$ cat src/rtl/axi_lite_cfg_sequencer.sv
// AXI-lite master that walks a configuration table, writing each entry and
// optionally reading it back for comparison; stops on the first failure.
module axi_lite_cfg_sequencer #(
  parameter int ADDR_WIDTH     = 4,
  parameter int DATA_WIDTH     = 32,
  parameter int NUM_ENTRIES    = 8,
  parameter int TIMEOUT_CYCLES = 64,
  localparam int IDX_W         = (NUM_ENTRIES > 1) ? $clog2(NUM_ENTRIES) : 1
) (
  input  logic                    clk,
  input  logic                    rst,
  input  logic                    start,
  output logic                    busy,
  output logic                    done,
  output logic [1:0]              err_code,
  output logic [IDX_W-1:0]        err_index,
  output logic [IDX_W-1:0]        tbl_idx,
  input  logic [ADDR_WIDTH-1:0]   tbl_addr,
  input  logic [DATA_WIDTH-1:0]   tbl_data,
  input  logic                    tbl_verify,
  output logic [ADDR_WIDTH-1:0]   awaddr,
  output logic                    awvalid,
  input  logic                    awready,
  output logic [DATA_WIDTH-1:0]   wdata,
  output logic [DATA_WIDTH/8-1:0] wstrb,
  output logic                    wvalid,
  input  logic                    wready,
  input  logic [1:0]              bresp,
  input  logic                    bvalid,
  output logic                    bready,
  output logic [ADDR_WIDTH-1:0]   araddr,
  output logic                    arvalid,
  input  logic                    arready,
  input  logic [DATA_WIDTH-1:0]   rdata,
  input  logic [1:0]              rresp,
  input  logic                    rvalid,
  output logic                    rready,
  output logic [2:0]              dbg_state
);

  typedef enum logic [2:0] {
    IDLE    = 3'd0,
    WR_REQ  = 3'd1,
    WR_RESP = 3'd2,
    RD_REQ  = 3'd3,
    RD_DATA = 3'd4,
    NEXT    = 3'd5,
    DONE    = 3'd6
  } state_t;

  localparam int WD_W = $clog2(TIMEOUT_CYCLES + 1);
  localparam logic [WD_W-1:0]  WD_MAX   = WD_W'(TIMEOUT_CYCLES - 1);
  localparam logic [IDX_W-1:0] LAST_IDX = IDX_W'(NUM_ENTRIES - 1);

  localparam logic [1:0] ERR_OK      = 2'b00;
  localparam logic [1:0] ERR_BRESP   = 2'b01;
  localparam logic [1:0] ERR_VERIFY  = 2'b10;
  localparam logic [1:0] ERR_TIMEOUT = 2'b11;

  state_t           state;
  logic [IDX_W-1:0] idx;
  logic [WD_W-1:0]  wdog;
  logic             in_wait;
  logic             phase_exit;
  logic             wd_expire;
  logic             last_entry;
  logic             rd_bad;

  assign wstrb      = '1;
  assign dbg_state  = state;
  assign wd_expire  = (wdog == WD_MAX);
  assign last_entry = (idx == LAST_IDX);
  assign rd_bad     = (rresp != 2'b00) || (rdata != tbl_data);

  // Handshake rule on every channel: a transfer happens on the rising edge
  // where valid && ready; the source holds valid and payload stable until then
  // and drops valid on the following cycle unless a new transfer is queued.
  always_comb begin
    in_wait    = 1'b0;
    phase_exit = 1'b0;
    case (state)
      WR_REQ: begin
        in_wait    = 1'b1;
        phase_exit = (!awvalid || awready) && (!wvalid || wready);
      end
      WR_RESP: begin
        in_wait    = 1'b1;
        phase_exit = bvalid;
      end
      RD_REQ: begin
        in_wait    = 1'b1;
        phase_exit = arready;
      end
      RD_DATA: begin
        in_wait    = 1'b1;
        phase_exit = rvalid;
      end
      default: begin
        in_wait    = 1'b0;
        phase_exit = 1'b0;
      end
    endcase
  end

  // In NEXT the table is already looking at the following entry so the
  // address/data can be registered on the same edge that re-enters WR_REQ.
  always_comb begin
    tbl_idx = idx;
    if (state == NEXT && !last_entry) tbl_idx = idx + 1'b1;
  end

  always_ff @(posedge clk or posedge rst) begin
    if (rst) begin
      state     <= IDLE;
      idx       <= '0;
      wdog      <= '0;
      busy      <= 1'b0;
      done      <= 1'b0;
      err_code  <= ERR_OK;
      err_index <= '0;
      awaddr    <= '0;
      wdata     <= '0;
      araddr    <= '0;
      awvalid   <= 1'b0;
      wvalid    <= 1'b0;
      bready    <= 1'b0;
      arvalid   <= 1'b0;
      rready    <= 1'b0;
    end else begin
      wdog <= '0;
      if (in_wait && !phase_exit && wd_expire) begin
        state     <= DONE;
        done      <= 1'b1;
        err_code  <= ERR_TIMEOUT;
        err_index <= idx;
        awvalid   <= 1'b0;
        wvalid    <= 1'b0;
        bready    <= 1'b0;
        arvalid   <= 1'b0;
        rready    <= 1'b0;
      end else begin
        if (in_wait && !phase_exit) wdog <= wdog + 1'b1;
        case (state)
          IDLE: begin
            if (start) begin
              idx       <= '0;
              err_code  <= ERR_OK;
              err_index <= '0;
              busy      <= 1'b1;
              awaddr    <= tbl_addr;
              wdata     <= tbl_data;
              awvalid   <= 1'b1;
              wvalid    <= 1'b1;
              state     <= WR_REQ;
            end
          end
          WR_REQ: begin
            if (awvalid && awready) awvalid <= 1'b0;
            if (wvalid && wready) wvalid <= 1'b0;
            if (phase_exit) begin
              bready <= 1'b1;
              state  <= WR_RESP;
            end
          end
          WR_RESP: begin
            if (bvalid) begin
              bready <= 1'b0;
              if (bresp != 2'b00) begin
                err_code  <= ERR_BRESP;
                err_index <= idx;
                done      <= 1'b1;
                state     <= DONE;
              end else if (tbl_verify) begin
                araddr  <= tbl_addr;
                arvalid <= 1'b1;
                state   <= RD_REQ;
              end else begin
                state <= NEXT;
              end
            end
          end
          RD_REQ: begin
            if (arready) begin
              arvalid <= 1'b0;
              rready  <= 1'b1;
              state   <= RD_DATA;
            end
          end
          RD_DATA: begin
            if (rvalid) begin
              rready <= 1'b0;
              if (rd_bad) begin
                err_code  <= ERR_VERIFY;
                err_index <= idx;
                done      <= 1'b1;
                state     <= DONE;
              end else begin
                state <= NEXT;
              end
            end
          end
          NEXT: begin
            if (last_entry) begin
              done  <= 1'b1;
              state <= DONE;
            end else begin
              idx     <= idx + 1'b1;
              awaddr  <= tbl_addr;
              wdata   <= tbl_data;
              awvalid <= 1'b1;
              wvalid  <= 1'b1;
              state   <= WR_REQ;
            end
          end
          DONE: begin
            done  <= 1'b0;
            busy  <= 1'b0;
            idx   <= '0;
            state <= IDLE;
          end
          default: state <= IDLE;
        endcase
      end
    end
  end

endmodule
$ cat config.mk
export PLATFORM = sky130hd
export DESIGN_NAME = axi_lite_cfg_sequencer
export DESIGN_NICKNAME = d
export VERILOG_FILES = /design/src/rtl/axi_lite_cfg_sequencer.sv
export SDC_FILE = /design/constraint.sdc
export NUM_CORES = 1
export LEC_CHECK = 0
export BUFFER_PORTS_ARGS = -buffer_cell sky130_fd_sc_hd__buf_2
export CORE_ASPECT_RATIO = 0.75
export CORE_MARGIN = 5
export CORE_UTILIZATION = 47
export CTS_CLUSTER_SIZE = 8
export DETAILED_ROUTE_END_ITERATION = 10
export PLACE_DENSITY = 0.86
export SYNTH_ARGS = -nofsm -noshare
export SYNTH_HDL_FRONTEND = slang
export SYNTH_SLANG_ARGS = --single-unit
$ cat constraint.sdc
create_clock -name clk -period 3.3 [get_ports clk]
set_clock_uncertainty 0.1 [all_clocks]
set_input_delay 0.33 -clock clk [delete_from_list [all_inputs] [get_ports clk]]
set_output_delay 0.33 -clock clk [all_outputs]
set_load 0.01 [all_outputs]
==> results.ini, run 1 <==
[synthesis]
synthesis.instances=298
synth.distinct_cells=54
synth-simple-area-share_pct=12.7
synthAdderAreaFrac_pct=1.12
synth_xor_area_share_pct=8.89
synth_top_area_cell=dfrtp_1
seq_area_frac_synth_pct=48.5
netlist_area_sq_mm=0.00335
synthMuxAreaShare_pct=14.1
yosys_warnings=0
netlist_top_cells_area=dfrtp_1 (49%), mux2_1 (13%), xnor2_1 (7.8%), nand2_1 (2.0%), o21ai_0 (1.6%)
synth-seq-cells=65
synth.top_cell.area_share_pct=48.5
synth-compound-area-share_pct=11.0
async_reset_ff_share_pct=100
synth_top_family_by_area=multiplexers
yosys_most_used_dff=dfrtp_1
syn_avg_cell_area_sq_um=11.2
synth_edf_count=0

[routing]
first_iter_violations=119
routed_wl_mm=8.57
final_antenna_net_count=0
drc=0
num_vias=2860
first_pass_iters=5
vias_per_cell=5.28
wl_per_cell_um=15.8

[power]
peakVddDrop_mv=0.405
powerDensity_mw_per_mm2=844
switching_share_pct=38.1
p_leak_nw=2.06
p_sw_mw=1.40
clock_power_share_pct=20.2
power.share.sequential_pct=38.0
p_int_mw=2.27
power.total_mw=3.68
pwr-share-comb_pct=41.8

[placed_design]
portBuffers=138
place_congestion=0.983
dp_worst_setup_slack_ps=888
hpwl_mm=6.80
dp_cells=525

[sta]
slew_violations=0
finalSetupViolCount=0
hold_violations=0
fin_ws_ps=832
tightest_slew_ps=608
post-route-period-util_pct=74.8
setup_tns_ps=0
fmax_ghz=0.405
slew_headroom_pct=59.5
rsz0062_at_grt=false
post-route-min-period_ps=2470

[worst_setup_path]
rrSetupSlack_ps=830
critPathSlowestCell=dfrtp_1
critPathMaxFanout=20
slowest_delay_ps=700
critPathCaptureType=primary output
cp-start-kind=register
cp.arrival_ps=2040
crit_chain=nand2b_1 > nor2_1 > nand2_1 > o21ai_0 > buf_2
required_ps=2870
path_class=register to primary output

[hold_path]
min_path_type=input port to register

[grt]
grt_pass1_wl_mm=14.1
grt_pass1_vias=2939
overflow=0
grt_usage_pct=19.6
grt_max_degree=39
antenna_found_initial=0

[run_status]
run_status=finished clean

[final_layout]
drive_gt1_share_pct=38.1
syn_to_final_growth_pct=30.0
final_cells=542
n_fill_cell=552
nNetsFinal=523
diodes=0

[clocking]
clk_latency_ps=340
cts-buffers-inserted=9
cts_tree=done
cts_setup_buffers=0
cts_resized=0
clockBufferDepth=2
cts-root-buf=clkbuf_8
clk_pin_slew_ps=70
clock-sinks=65
cts_htree_levels=3

[floorplanning]
io_pins=143
die_area_sq_mm=0.00893
die_h_um=83.1
start_util_pct=48.8
die_w_um=107
rows=26
coreArea_sq_mm=0.00686

[flow_run]
maxCapViolations=0

-- state kept, by name (all words and copies together) (netlist names) --
name / cells
araddr: 4
arvalid: 1
awaddr: 4
awvalid: 1
bready: 1
busy: 1
dbg_state: 3
done: 1
err_code: 2
err_index: 3
idx: 3
rready: 1
wdata: 32
wdog: 7
wvalid: 1
-- routing by layer --
layer / share of wire, % / wire, um / global-route usage (%) / vias up
li1: - / - / - / 1333
met3: 11 / 986 / 7.91 / 9
met2: 46 / 3960 / 30.6 / 167
met1: 41 / 3540 / 25.1 / 1351
met4: 1.1 / 91 / 5.85 / 0
met5: 0 / 0 / 0 / -
-- per-stage QoR --
stage	area [sq um]	hold slack [ps]	util, %
floorplan	3360	331	-
global placement	4130	174	60.1
detailed placement	4130	177	60.1
CTS	4360	102	63.5
global route	4360	109	63.5
finish	4360	121	63.5
-- power by group through the flow --
stage	Sequential (mW)	Combinational, mW	Clock, mW
2_1_floorplan	1.48	0.863	0
3_3_place_gp	1.39	1.51	0
3_5_place_dp	1.40	1.55	0
4_1_cts	1.39	1.55	0.760
5_1_grt	1.44	1.70	0.796
6_report	1.40	1.54	0.743
-- kinds of logic (layout without fill, tap and decap cells) --
family / after synthesis / after routing
simple gates: 75 / 75
compound gates: 54 / 54
fa+ha+maj: 3 / 3
flops: 65 / 65
buf+inv: 24 / 167
mux: 42 / 42
other cells: 1 / 4
xor+xnor: 34 / 34
-- final timing paths --
| kind | startpoint | end | depth (start not counted) |
|---|---|---|---|
| max | dbg_state[2]$_DFFE_PP0P_ | tbl_idx[1] | 5 |
| max in group asynchronous | rst | wdog[1]$_DFF_PP0_ | 4 |
| min | tbl_addr[3] | awaddr[3]$_DFFE_PP0P_ | 2 |
| max reg2reg | dbg_state[1]$_DFFE_PP0P_ | err_index[1]$_DFFE_PP0P_ | 6 |
| min reg2reg | wdog[0]$_DFF_PP0_ | wdog[0]$_DFF_PP0_ | 1 |
| min in group asynchronous | rst | rready$_DFFE_PP0P_ | 3 |
-- synth_stat cells, drive strengths merged, types with 6 or more instances --
master  number
nand2       18
dfrtp       65
buf         12
mux2        41
a21oi       10
nand3        6
inv          7
nand4        6
nor2        15
o21ai       14
xnor2       30
nand2b       7
-- repair_timing --
action / 4_1_cts / 5_1_grt
hold buffers: 1 / 0
endpoints found under the setup margin: 0 / 0
hold endpoints to repair: 10 / 0
-- layout by cell type (no fill, tap or decap), types with 2 or more instances in the layout --
| cell | netlist | layout |
|---|---|---|
| a211oi_1 | 3 | 3 |
| a21oi_1 | 10 | 9 |
| a31o_1 | 2 | 2 |
| a31oi_1 | 2 | 2 |
| a32o_1 | 3 | 3 |
| and2_1 | 2 | 2 |
| and3_1 | 3 | 3 |
| buf_2 | 6 | 138 |
| buf_4 | 6 | 4 |
| bufinv_16 | 0 | 2 |
| clkbuf_8 | 0 | 9 |
| clkinv_2 | 0 | 2 |
| clkinv_4 | 0 | 2 |
| conb_1 | 1 | 4 |
| dfrtp_1 | 65 | 65 |
| ha_1 | 3 | 3 |
| inv_1 | 6 | 5 |
| inv_2 | 1 | 2 |
| mux2_1 | 40 | 40 |
| nand2_1 | 18 | 18 |
| nand2b_1 | 7 | 7 |
| nand3_1 | 6 | 6 |
| nand4_1 | 5 | 5 |
| nor2_1 | 14 | 14 |
| nor2b_1 | 5 | 5 |
| nor3_1 | 4 | 4 |
| o21a_1 | 4 | 4 |
| o21ai_0 | 11 | 11 |
| o21ai_1 | 3 | 3 |
| o21bai_1 | 2 | 2 |
| o31ai_1 | 3 | 3 |
| or3_1 | 2 | 2 |
| xnor2_1 | 30 | 30 |
| xor2_1 | 4 | 4 |
-- final cells by class --
type                    count  area (sq um)  share of cell area (%)
inverters                   8          30.0                   0.689
flip-flops and latches     65          1630                    37.3
clock inverters             7          95.1                    2.18
well taps                  98           123                    2.82
multi-input cells         212          1630                    37.3
clock buffers               9           124                    2.84
repair buffers            143           731                    16.8
-- worst max-delay path: cells and delay by family (launching register included) --
kind                   cells  cell delay [ps]
buffers and inverters      1              160
AND/OR/NAND/NOR            3              750
flip-flops                 1              700
AO/OA/AOI/OAI              1              100
(Power assumes the default switching activity.)
==> run 2, diff against run 1 <==
ABC_AREA = 1   (was unset)
CORE_UTILIZATION = 45   (was 47)
PLACE_DENSITY = 0.85   (was 0.86)
clock period = 2.25 ns   (was 3.3 ns; I/O delays follow)
==> results.ini, run 2 <==
[worst_setup_path]
critPathMaxFanout=19  ; -5.0%
cp.buffers_inverters=2  ; +1
slowest_delay_ps=420  ; -280 ps
critPathSlowestCell=dfrtp_1
cp_top_family=adder cells
critPathCaptureType=register
crit_chain=ha_1 > ha_1 > inv_1 > nor2_2 > nor3_4 > nand2_4 > buf_4 > mux2_4
crit_top_cell=ha_1
path_class=register to register
cp-start-kind=register
required_ps=2370  ; -500 ps
cp.arrival_ps=2240  ; +200 ps

[synthesis]
yosysMostFrequentCell=nand2_1
netlist_top_cells_area=dfrtp_1 (44%), nand2_1 (15%), inv_1 (6.7%), o21ai_0 (6.1%), nor2_1 (4.0%)
synth-seq-cells=65  ; unchanged
synth_edf_count=0  ; unchanged
syn_avg_cell_area_sq_um=7.82  ; -30%
async_reset_ff_share_pct=100  ; unchanged
seq_area_frac_synth_pct=44.2  ; -4.4 points
synth_top_area_cell=dfrtp_1
synth.distinct_cells=38  ; -30%
netlist_area_sq_mm=0.00368  ; +9.9%
synthesis.instances=471  ; +58%
yosys_most_used_dff=dfrtp_1
synth.top_cell.area_share_pct=44.2  ; -4.4 points
ys_top_cells_by_count=nand2_1 (143), inv_1 (66), dfrtp_1 (65)
yosys_warnings=0  ; unchanged

[routing]
first_iter_violations=236  ; +98%
vias_per_cell=4.77  ; -9.7%
first_pass_iters=5  ; unchanged
num_vias=3470  ; +21%
drc=0  ; unchanged
final_antenna_net_count=0  ; unchanged
routed_wl_mm=9.94  ; +16%
wl_per_cell_um=13.7  ; -14%

[placed_design]
place_congestion=0.900  ; -8.5%
portBuffers=138  ; unchanged
hpwl_mm=8.07  ; +19%

[grt]
grt_pass1_vias=3375  ; +15%
overflow=0  ; unchanged
grt_util_met3_pct=5.67  ; -2.2 points
antenna_found_initial=0  ; unchanged
grt_max_degree=46  ; +18%
grtUsageMet1_pct=26.1  ; +0.98 points
grt.busiest_layer=met2
grt_util_met2_pct=33.5  ; +2.9 points
grt_pass1_wl_mm=16.1  ; +14%
grt_usage_pct=20.2  ; +0.58 points

[floorplanning]
io_pins=143  ; unchanged
start_util_pct=46.5  ; -2.3 points
die_h_um=88.3  ; +6.3%
coreArea_sq_mm=0.00792  ; +15%
die_w_um=114  ; +6.5%
die_area_sq_mm=0.0101  ; +13%
rows=28  ; +7.7%

[power]
power.share.sequential_pct=32.7  ; -5.3 points
p_leak_nw=2.71  ; +32%
p_int_mw=3.65  ; +60%
pwr-share-comb_pct=47.7  ; +5.9 points
p_sw_mw=2.52  ; +80%
clock_power_share_pct=19.6  ; -0.6 points
switching_share_pct=40.8  ; +2.7 points
peakVddDrop_mv=0.650  ; +61%
powerDensity_mw_per_mm2=1300  ; +54%

[final_layout]
final_core_utilization_pct=60.0  ; -3.5 points
largest_register=wdata
mostFrequentLayoutCells=nand2_1 (143), buf_2 (138), inv_1 (65), dfrtp_1 (63), o21ai_0 (45)
mostFrequentLayoutCell=nand2_1
nNetsFinal=702  ; +34%
largest_register_ffs=32  ; unchanged
drive_gt1_share_pct=32.9  ; -5.2 points
syn_to_final_growth_pct=29.0
diodes=0  ; unchanged
top_regs=wdata: 32 flops, wdog: 7 flops

[clocking]
clockBufferDepth=2  ; unchanged
clk_pin_slew_ps=80  ; about the same
cts_htree_levels=3  ; unchanged
clock-sinks=65  ; unchanged
cts_setup_buffers=0  ; unchanged
cts_tree=done
clk_latency_ps=340  ; about the same
cts-buffers-inserted=9  ; unchanged
cts-root-buf=clkbuf_8

[sta]
slew_headroom_pct=63.6  ; +4.1 points
hold_violations=0  ; unchanged
rsz0062_at_grt=false
slew_violations=0  ; unchanged
post-route-min-period_ps=2110
finalSetupViolCount=0  ; unchanged
whs_ps=43.1  ; -77.4 ps
fmax_ghz=0.473
setup_tns_ps=0  ; unchanged
post-route-period-util_pct=94.0
tightest_slew_ps=545  ; -62.4 ps

[flow_run]
maxCapViolations=0  ; unchanged

[run_status]
run_status=finished clean

[hold_path]
min_path_type=input port to register

-- run 2: worst register-to-register path, stage by stage (launching register included) --
cell and delay, ps:
dfrtp_1 420, ha_1 210, ha_1 220, inv_1 90, nor2_2 70, nor3_4 260, nand2_4 80, buf_4 210
mux2_4 320
-- run 2: metrics by stage --
step	worst slack, ps	instances	cell area, sq um	total power, mW
after floorplan	299	474	3690	3.95
after global placement	220	711	4490	4.90
after detailed placement	190	711	4490	4.99
after CTS	22.6	728	4740	6.22
after global routing	0.889	728	4750	6.66
final	136	728	4750	6.17
-- run 2: cell families (layout without fill, tap and decap cells) --
| kind of cell | Yosys count | count (layout) | share of synthesized area (%) |
|---|---|---|---|
| xor+xnor | 13 | 13 | 3.09 |
| flops | 65 | 65 | 44.2 |
| mux | 10 | 10 | 3.67 |
| simple gates | 233 | 233 | 28.8 |
| compound gates | 62 | 62 | 9.31 |
| buf+inv | 84 | 233 | 9.79 |
| fa+ha+maj | 3 | 3 | 1.02 |
| other cells | 1 | 4 | 0.102 |
-- run 2: what timing repair did --
| action | CTS | global route |
|---|---|---|
| endpoints found under the setup margin | 3 | 3 |
| hold buffers | 1 | 0 |
| gates resized for setup | 1 | 3 |
| hold endpoints to repair | 24 | 0 |
-- run 2: final cells by class --
cell class / instances / area (sq um)
tap: 105 / 131
multi-input combinational: 325 / 1710
sequential: 65 / 1630
inverter: 71 / 267
timing repair buffer: 146 / 766
clock inverter: 5 / 103
fill: 730 / 3170
clock buffer: 11 / 141
-- run 2: final timing paths --
check	depth (start not counted)	from	to	slack (ps)
setup / recovery	8	idx[0]$_DFFE_PP0P_	wdata[10]$_DFFE_PP0P_	140
hold reg to reg	1	wdog[0]$_DFF_PP0_	wdog[0]$_DFF_PP0_	360
hold / removal	2	tbl_data[22]	wdata[22]$_DFFE_PP0P_	40
min in group asynchronous	3	rst	err_code[1]$_DFFE_PP0P_	380
max in group asynchronous	4	rst	wdata[1]$_DFFE_PP0P_	930
setup reg to reg	8	idx[0]$_DFFE_PP0P_	wdata[10]$_DFFE_PP0P_	140
-- run 2: power by group through the flow --
stage               sequential [mW]  combinational (mW)  clock (mW)
finish                         2.02                2.94        1.21
detailed placement             2.03                2.96           0
floorplan                      2.18                1.77           0
global route                   2.08                3.28        1.29
global placement               2.01                2.90           0
CTS                            2.01                2.97        1.24
-- run 2: per-layer routing --
| metal | vias up | wire length (um) |
|---|---|---|
| met5 | - | 0 |
| met4 | 0 | 103 |
| met3 | 12 | 806 |
| met2 | 120 | 4630 |
| met1 | 1577 | 4400 |
| li1 | 1761 | - |
